## src/rtl/turf_acknack_pkg.sv

```systemverilog
// Shared constants for the ack/nack filter: FSM state codes, check masks, response length.
// Combinational helpers only; no latency, no flow control.
package turf_acknack_pkg;

    localparam int          OPEN_BIT        = 62;
    localparam logic [63:0] ACK_CHECK_BITS  = 64'h800000FF_FFF00000;
    localparam logic [63:0] NACK_CHECK_BITS = 64'h000000FF_FFFFFFFF;
    localparam logic [15:0] RESP_LEN        = 16'd24;

    localparam logic [3:0] ST_IDLE         = 4'd0;
    localparam logic [3:0] ST_CHECK        = 4'd1;
    localparam logic [3:0] ST_WRITE_DATA   = 4'd2;
    localparam logic [3:0] ST_SKIP_ONE     = 4'd3;
    localparam logic [3:0] ST_DRAIN        = 4'd4;
    localparam logic [3:0] ST_DUMP         = 4'd5;
    localparam logic [3:0] ST_WRITE_HEADER = 4'd6;
    localparam logic [3:0] ST_RESP0        = 4'd7;
    localparam logic [3:0] ST_RESP1        = 4'd8;

    // The open bit is owned by the response path, so it never takes part in a compare.
    function automatic logic [63:0] mask_word(input logic [63:0] w, input logic [63:0] bits);
        return w & bits & ~(64'd1 << OPEN_BIT);
    endfunction

endpackage

```

## src/rtl/turf_acknack_hist.sv

```systemverilog
// DEPTH-entry ring of accepted masked words with a parallel match against cmp_dat.
// Match is combinational (zero latency); writes take one cycle; clr beats a same-cycle write.
module turf_acknack_hist #(
    parameter int DEPTH = 4,
    parameter int WIDTH = 64
) (
    input  logic             aclk,
    input  logic             areset,
    input  logic             clr,
    input  logic             wr_vld,
    input  logic [WIDTH-1:0] wr_dat,
    input  logic [WIDTH-1:0] cmp_dat,
    output logic             match
);

    localparam int               PTR_W    = (DEPTH > 1) ? $clog2(DEPTH) : 1;
    localparam logic [PTR_W-1:0] PTR_LAST = PTR_W'(DEPTH - 1);

    logic [WIDTH-1:0] entry [DEPTH];
    logic [DEPTH-1:0] valid;
    logic [PTR_W-1:0] wr_ptr;

    always_ff @(posedge aclk) begin
        if (areset || clr) begin
            valid  <= '0;
            wr_ptr <= '0;
        end else if (wr_vld) begin
            valid[wr_ptr] <= 1'b1;
            wr_ptr        <= (wr_ptr == PTR_LAST) ? '0 : wr_ptr + 1'b1;
        end
    end

    // Stale data is harmless once its valid bit is down, so the payload is not reset.
    always_ff @(posedge aclk) begin
        if (wr_vld) entry[wr_ptr] <= wr_dat;
    end

    always_comb begin
        match = 1'b0;
        for (int i = 0; i < DEPTH; i++) begin
            if (valid[i] && (entry[i] == cmp_dat)) match = 1'b1;
        end
    end

endmodule

```

## src/rtl/turf_acknack_filter.sv

```systemverilog
// Filters ack/nack request qwords against recent history, emits one acknack per accepted qword and a 2-beat UDP reply.
// Decision in one CHECK cycle; payload tready follows m_acknack_tready while an acknack is offered, reply stalls on m_udp* tready.
module turf_acknack_filter
    import turf_acknack_pkg::*;
#(
    parameter logic [63:0] CHECK_BITS  = ACK_CHECK_BITS,
    parameter int          HIST_DEPTH  = 4,
    parameter int          MAX_ENTRIES = 16
) (
    input  logic        aclk,
    input  logic        areset,
    input  logic        event_open_i,
    input  logic [9:0]  nfragment_count_i,
    input  logic [63:0] s_udphdr_tdata,
    input  logic        s_udphdr_tvalid,
    output logic        s_udphdr_tready,
    input  logic [63:0] s_udpdata_tdata,
    input  logic [7:0]  s_udpdata_tkeep,
    input  logic        s_udpdata_tlast,
    input  logic        s_udpdata_tvalid,
    output logic        s_udpdata_tready,
    output logic [63:0] m_udphdr_tdata,
    output logic        m_udphdr_tvalid,
    input  logic        m_udphdr_tready,
    output logic [63:0] m_udpdata_tdata,
    output logic [7:0]  m_udpdata_tkeep,
    output logic        m_udpdata_tlast,
    output logic        m_udpdata_tvalid,
    input  logic        m_udpdata_tready,
    output logic [47:0] m_acknack_tdata,
    output logic        m_acknack_tvalid,
    input  logic        m_acknack_tready
);

    localparam logic [7:0] MAX_E = 8'(MAX_ENTRIES);

    logic [3:0]  state;
    logic [31:0] ip;
    logic [15:0] port;
    logic [15:0] accepted, dup, dropped;
    logic [7:0]  examined;
    logic [63:0] last_store;
    logic        full_nack;
    logic [10:0] nack_count;
    logic        open_q, rst_q, blk;
    logic        hdr_hs, dat_hs, hist_match, hist_clr, hist_wr;
    logic [63:0] masked;
    logic        hdr_len_unused;

    assign masked         = mask_word(s_udpdata_tdata, CHECK_BITS);
    assign blk            = areset || rst_q;
    assign hdr_hs         = s_udphdr_tvalid && s_udphdr_tready;
    assign dat_hs         = s_udpdata_tvalid && s_udpdata_tready;
    assign hist_clr       = open_q && !event_open_i;
    assign hist_wr        = (state == ST_WRITE_DATA) && dat_hs;
    assign hdr_len_unused = ^s_udphdr_tdata[15:0];

    turf_acknack_hist #(.DEPTH(HIST_DEPTH), .WIDTH(64)) u_hist (
        .aclk    (aclk),
        .areset  (areset),
        .clr     (hist_clr),
        .wr_vld  (hist_wr),
        .wr_dat  (masked),
        .cmp_dat (masked),
        .match   (hist_match)
    );

    assign m_acknack_tdata = {s_udpdata_tdata[63], full_nack, 3'b000, nack_count, s_udpdata_tdata[31:0]};
    assign m_udphdr_tdata  = {ip, port, RESP_LEN};

    // Handshake outputs stay quiet through reset and the cycle after it.
    always_comb begin
        s_udphdr_tready  = 1'b0;
        s_udpdata_tready = 1'b0;
        m_acknack_tvalid = 1'b0;
        m_udphdr_tvalid  = 1'b0;
        m_udpdata_tvalid = 1'b0;
        m_udpdata_tdata  = '0;
        m_udpdata_tkeep  = 8'h00;
        m_udpdata_tlast  = 1'b0;
        if (!blk) begin
            case (state)
                ST_IDLE:       s_udphdr_tready = 1'b1;
                ST_WRITE_DATA: begin
                    m_acknack_tvalid = 1'b1;
                    s_udpdata_tready = m_acknack_tready;
                end
                ST_SKIP_ONE, ST_DRAIN, ST_DUMP: s_udpdata_tready = 1'b1;
                ST_WRITE_HEADER: m_udphdr_tvalid = 1'b1;
                ST_RESP0: begin
                    m_udpdata_tvalid = 1'b1;
                    m_udpdata_tdata  = last_store | (64'(event_open_i) << OPEN_BIT);
                    m_udpdata_tkeep  = 8'hFF;
                end
                ST_RESP1: begin
                    m_udpdata_tvalid = 1'b1;
                    m_udpdata_tdata  = {accepted, dup, dropped, 8'h00, 8'(HIST_DEPTH)};
                    m_udpdata_tkeep  = 8'hFF;
                    m_udpdata_tlast  = 1'b1;
                end
                default: ;
            endcase
        end
    end

    always_ff @(posedge aclk) begin
        rst_q <= areset;
        if (areset) begin
            open_q     <= 1'b0;
            nack_count <= '0;
        end else begin
            open_q <= event_open_i;
            if (event_open_i && !open_q) nack_count <= {1'b0, nfragment_count_i} + 11'd1;
        end
    end

    always_ff @(posedge aclk) begin
        if (areset) begin
            state      <= ST_IDLE;
            ip         <= '0;
            port       <= '0;
            accepted   <= '0;
            dup        <= '0;
            dropped    <= '0;
            examined   <= '0;
            last_store <= '0;
            full_nack  <= 1'b0;
        end else begin
            case (state)
                ST_IDLE: if (hdr_hs) begin
                    ip       <= s_udphdr_tdata[63:32];
                    port     <= s_udphdr_tdata[31:16];
                    accepted <= '0;
                    dup      <= '0;
                    dropped  <= '0;
                    examined <= '0;
                    state    <= ST_CHECK;
                end
                ST_CHECK: if (s_udpdata_tvalid) begin
                    full_nack <= (s_udpdata_tdata[19:0] == 20'hFFFFF);
                    if (s_udpdata_tkeep != 8'hFF && examined == 8'd0) state <= ST_DUMP;
                    else if (s_udpdata_tkeep != 8'hFF)                state <= ST_DRAIN;
                    else if (!event_open_i)                           state <= ST_DRAIN;
                    else if (examined == MAX_E)                       state <= ST_DRAIN;
                    else if (hist_match)                              state <= ST_SKIP_ONE;
                    else                                              state <= ST_WRITE_DATA;
                end
                ST_WRITE_DATA: if (dat_hs) begin
                    accepted   <= accepted + 16'd1;
                    examined   <= examined + 8'd1;
                    last_store <= masked;
                    state      <= s_udpdata_tlast ? ST_WRITE_HEADER : ST_CHECK;
                end
                ST_SKIP_ONE: if (dat_hs) begin
                    dup      <= dup + 16'd1;
                    examined <= examined + 8'd1;
                    state    <= s_udpdata_tlast ? ST_WRITE_HEADER : ST_CHECK;
                end
                ST_DRAIN: if (dat_hs) begin
                    if (dropped != 16'hFFFF) dropped <= dropped + 16'd1;
                    if (s_udpdata_tlast) state <= ST_WRITE_HEADER;
                end
                ST_DUMP:         if (dat_hs && s_udpdata_tlast) state <= ST_IDLE;
                ST_WRITE_HEADER: if (m_udphdr_tvalid && m_udphdr_tready) state <= ST_RESP0;
                ST_RESP0:        if (m_udpdata_tvalid && m_udpdata_tready) state <= ST_RESP1;
                ST_RESP1:        if (m_udpdata_tvalid && m_udpdata_tready) state <= ST_IDLE;
                default:         state <= ST_IDLE;
            endcase
        end
    end

endmodule

```

## config.mk

```make
export PLATFORM = sky130hd
export DESIGN_NAME = turf_acknack_filter
export DESIGN_NICKNAME = d
export VERILOG_FILES = /design/src/rtl/turf_acknack_pkg.sv /design/src/rtl/turf_acknack_hist.sv /design/src/rtl/turf_acknack_filter.sv
export SDC_FILE = /design/constraint.sdc
export NUM_CORES = 1
export LEC_CHECK = 0
export BUFFER_PORTS_ARGS = -buffer_cell sky130_fd_sc_hd__buf_2
export CAP_MARGIN = 25
export CORE_MARGIN = 5
export CORE_UTILIZATION = 40
export CTS_CLUSTER_SIZE = 24
export DETAILED_ROUTE_END_ITERATION = 12
export GPL_TIMING_DRIVEN = 0
export HOLD_SLACK_MARGIN = 0.15
export PLACE_DENSITY_LB_ADDON = 0.2
export SLEW_MARGIN = 20
export SYNTH_ARGS = -nofsm -noshare
export SYNTH_HDL_FRONTEND = slang
export SYNTH_HIERARCHICAL = 1
export SYNTH_SLANG_ARGS = --single-unit
```

## constraint.sdc

```tcl
create_clock -name aclk -period 11.37 [get_ports aclk]
set_input_delay 2.274 -clock aclk [delete_from_list [all_inputs] [get_ports aclk]]
set_output_delay 2.274 -clock aclk [all_outputs]
set_load 0.03 [all_outputs]
```

==> results.cfg <==
[outcome]
status = finished clean

[clock_tree]
cts-root-buf = clkbuf_16
cts.clk_slew.worst_paths_ns = 0.06
clock_sinks = 405
holdBufCountCts = 0
cts_resized = 0
clk_latency_ns = 0.56
tritoncts = done
clk_path_buf_depth = 3
cts_setup_buffers = 0
numCtsBuffers = 44
clock_tree.htree_level_count = 2

[routing]
drtPass1Iterations = 5
ant_nets = 0
viasPerCell = 4.72
first_iter_violations = 889
wire_per_inst_um = 16.8
drt_wl_total_um = 48900
route.vias.total = 13700
drcViolationCount = 0

[global_route]
grt_pass1_wl_um = 73900
grt_max_degree = 54
use_met2 = 0.304
met3_usage = 0.0363
grtUsageTotal = 0.189
grt_pass1_vias = 13300
antenna_found_initial = 2
busiest_layer = met2
grt_overflow = 0
use_met1 = 0.256

[timing]
hold_viol = 0
setup_violations = 0
relSlewSlack = 0.256
period_share = 0.578
rsz0062_at_grt = false
slew_viol_final = 0
tns_ns = 0
fmax_mhz = 152
worst_pin_slew_ns = 1.11
finalCriticalPeriod_ns = 6.57
fin_skew_ns = 0.0132

[logic_synthesis]
syn_area_per_cell_sq_um = 11.3
synthArstFlopShare = 0
post-synth-top-area-cell = edfxtp_1
synth_edf_count = 256
ys_seq_area_frac = 0.583
synth.most_common_cell = edfxtp_1
yosysUniqueCellTypes = 78
synthesis.area_sq_mm = 0.0183
synth.top_cell.area_share = 0.420
synthCells = 1624
yosysWarningCount = 6
netlist_top_cells_area = edfxtp_1 42%, dfxtp_1 16%, xnor2_1 7.3%, nand2_1 3.5%, xor2_1 3.2%
synth_seq_cells = 405
ys.flop_type = edfxtp_1
synth_commonest_cells = 256 x edfxtp_1, 170 x nand2_1, 153 x xnor2_1

[final_layout]
seq_area_sq_mm = 0.0107
post-route-cell-area_sq_mm = 0.0231
final_util = 0.511
num_antenna_cells = 0
fillCellCount = 4172
multi_input_area_sq_mm = 0.00773
syn_to_final_growth_pct = 26.3
fin_cells = 2914
drive_above_1_share = 0.201
final_nets = 2445

[worst_setup_path]
cp-end-kind = output pin
cp_common_cell = buf_2
cp_num_buf_inv = 5
critPathMaxFanout = 10
critical_path.startpoint_type = input pin
critPathKind = in -> out
worstPathCellList = buf_2 > or2_1 > clkbuf_2 > nor2_1 > clkbuf_1 > buf_2 > a22o_1 > buf_2
max_stage_delay_ns = 0.49
critical_path_required_ns = 9.10
critPathTopFamily = buffers and inverters
cp_slowest_cell = clkbuf_1
crit_arrival_ns = 4.30

[placement]
dp.cells = 2834
dpl.hpwl_um = 36900
placed_area_sq_mm = 0.0218
place_congestion = 0.910
portBuffers = 271

[floorplanning]
start_util = 0.404
dieArea_sq_mm = 0.0501
rows = 78
die_w_um = 224
pin_count = 345
core_area_sq_mm = 0.0453
fp.dieH_um = 224

[min_path]
min_path_type = reg -> reg

[pwr]
p_leak_nw = 9.04
finalPower_mw = 3.34
ir_drop_mv = 0.122
power_density_mw_per_mm2 = 145

[job]
max_cap_violations = 0
[kinds of logic (layout without fill, tap and decap cells)]
kind of cell,count (synthesis),count (layout),synth area share
buf+inv,218,573,0.0639
flops,405,405,0.583
simple gates,500,500,0.141
xor+xnor,220,220,0.106
other cells,2,337,0.000410
fa+ha+maj,10,10,0.00683
compound gates,263,263,0.0958
mux,6,6,0.00335
[per-layer routing]
layer / up-vias / routed length [um]
li1: 6730 / -
met1: 6553 / 21400
met2: 397 / 22800
met3: 69 / 3170
met4: 0 / 1530
met5: - / 0
[stage by stage]
stage	worst slack (ns)	hold WS, ns
final	4.80	0.453
after CTS	4.79	0.454
after detailed placement	4.80	0.446
after global placement	4.69	0.440
after floorplan	5.41	0.434
after global routing	4.65	0.467
[final timing paths]
kind | from | endpoint | slack, ns | cells past startpoint
max | areset | m_udpdata_tdata[28] | 4.80 | 8
min | ip[28] | ip[28] | 0.45 | 2
max reg2reg | u_hist/entry[1][25] | state[0] | 7.93 | 9
min reg2reg | ip[28] | ip[28] | 0.45 | 2
[worst register-to-register path, delay by kind of cell, from the launching register on]
kind             cells  cell delay (ns)
AND/OR/NAND/NOR      5             2.13
AO/OA/AOI/OAI        3             0.61
flip-flops           1             0.38
XOR/XNOR             1             0.23
[sequential cells by signal, indices dropped and copies added (netlist names), 8 cells and up]
signal,cells
accepted,16
port,16
last_store,21
examined,8
u_hist/entry,256
dropped,16
dup,16
ip,32
nack_count,11
[report_power, final]
part | leakage (nW) | switching [mW] | total [mW] | internal [mW]
registers | 3.51 | 0.0112 | 1.59 | 1.58
logic | 4.90 | 0.274 | 0.410 | 0.136
clock network | 0.639 | 0.567 | 1.34 | 0.776
total | 9.04 | 0.851 | 3.34 | 2.49
[final cells by class]
class,instances,share of cell area
flip-flops and latches,405,0.461
multi-input cells,1336,0.334
repair buffers,275,0.0631
clock buffers,60,0.0511
plain buffers,147,0.0391
well taps,600,0.0325
inverters,71,0.0115
clock inverters,20,0.00698
[cells in the final DEF, fill, tap and decap left out, drive strengths merged, types with 5 or more instances in the layout]
cell type and instances:
xnor2 154, a211oi 11, dfxtp 149, inv 74
a22oi 15, o31ai 5, a22o 27, o221ai 6
nor2b 10, or3 15, o21ai 22, o22ai 22
ha 10, nand4 56, nor3b 5, nor3 16
a221oi 8, o2bb2ai 13, a21oi 104, clkbuf 91
edfxtp 256, buf 391, nor4 33, or4 8
xor2 66, and3 7, clkinv 11, nor2 74
nand2b 10, conb 337, and4 11, and2 35
o2111ai 5, nand3 32, nand2 170, mux2i 5
Power figures use the tool's default switching activity.
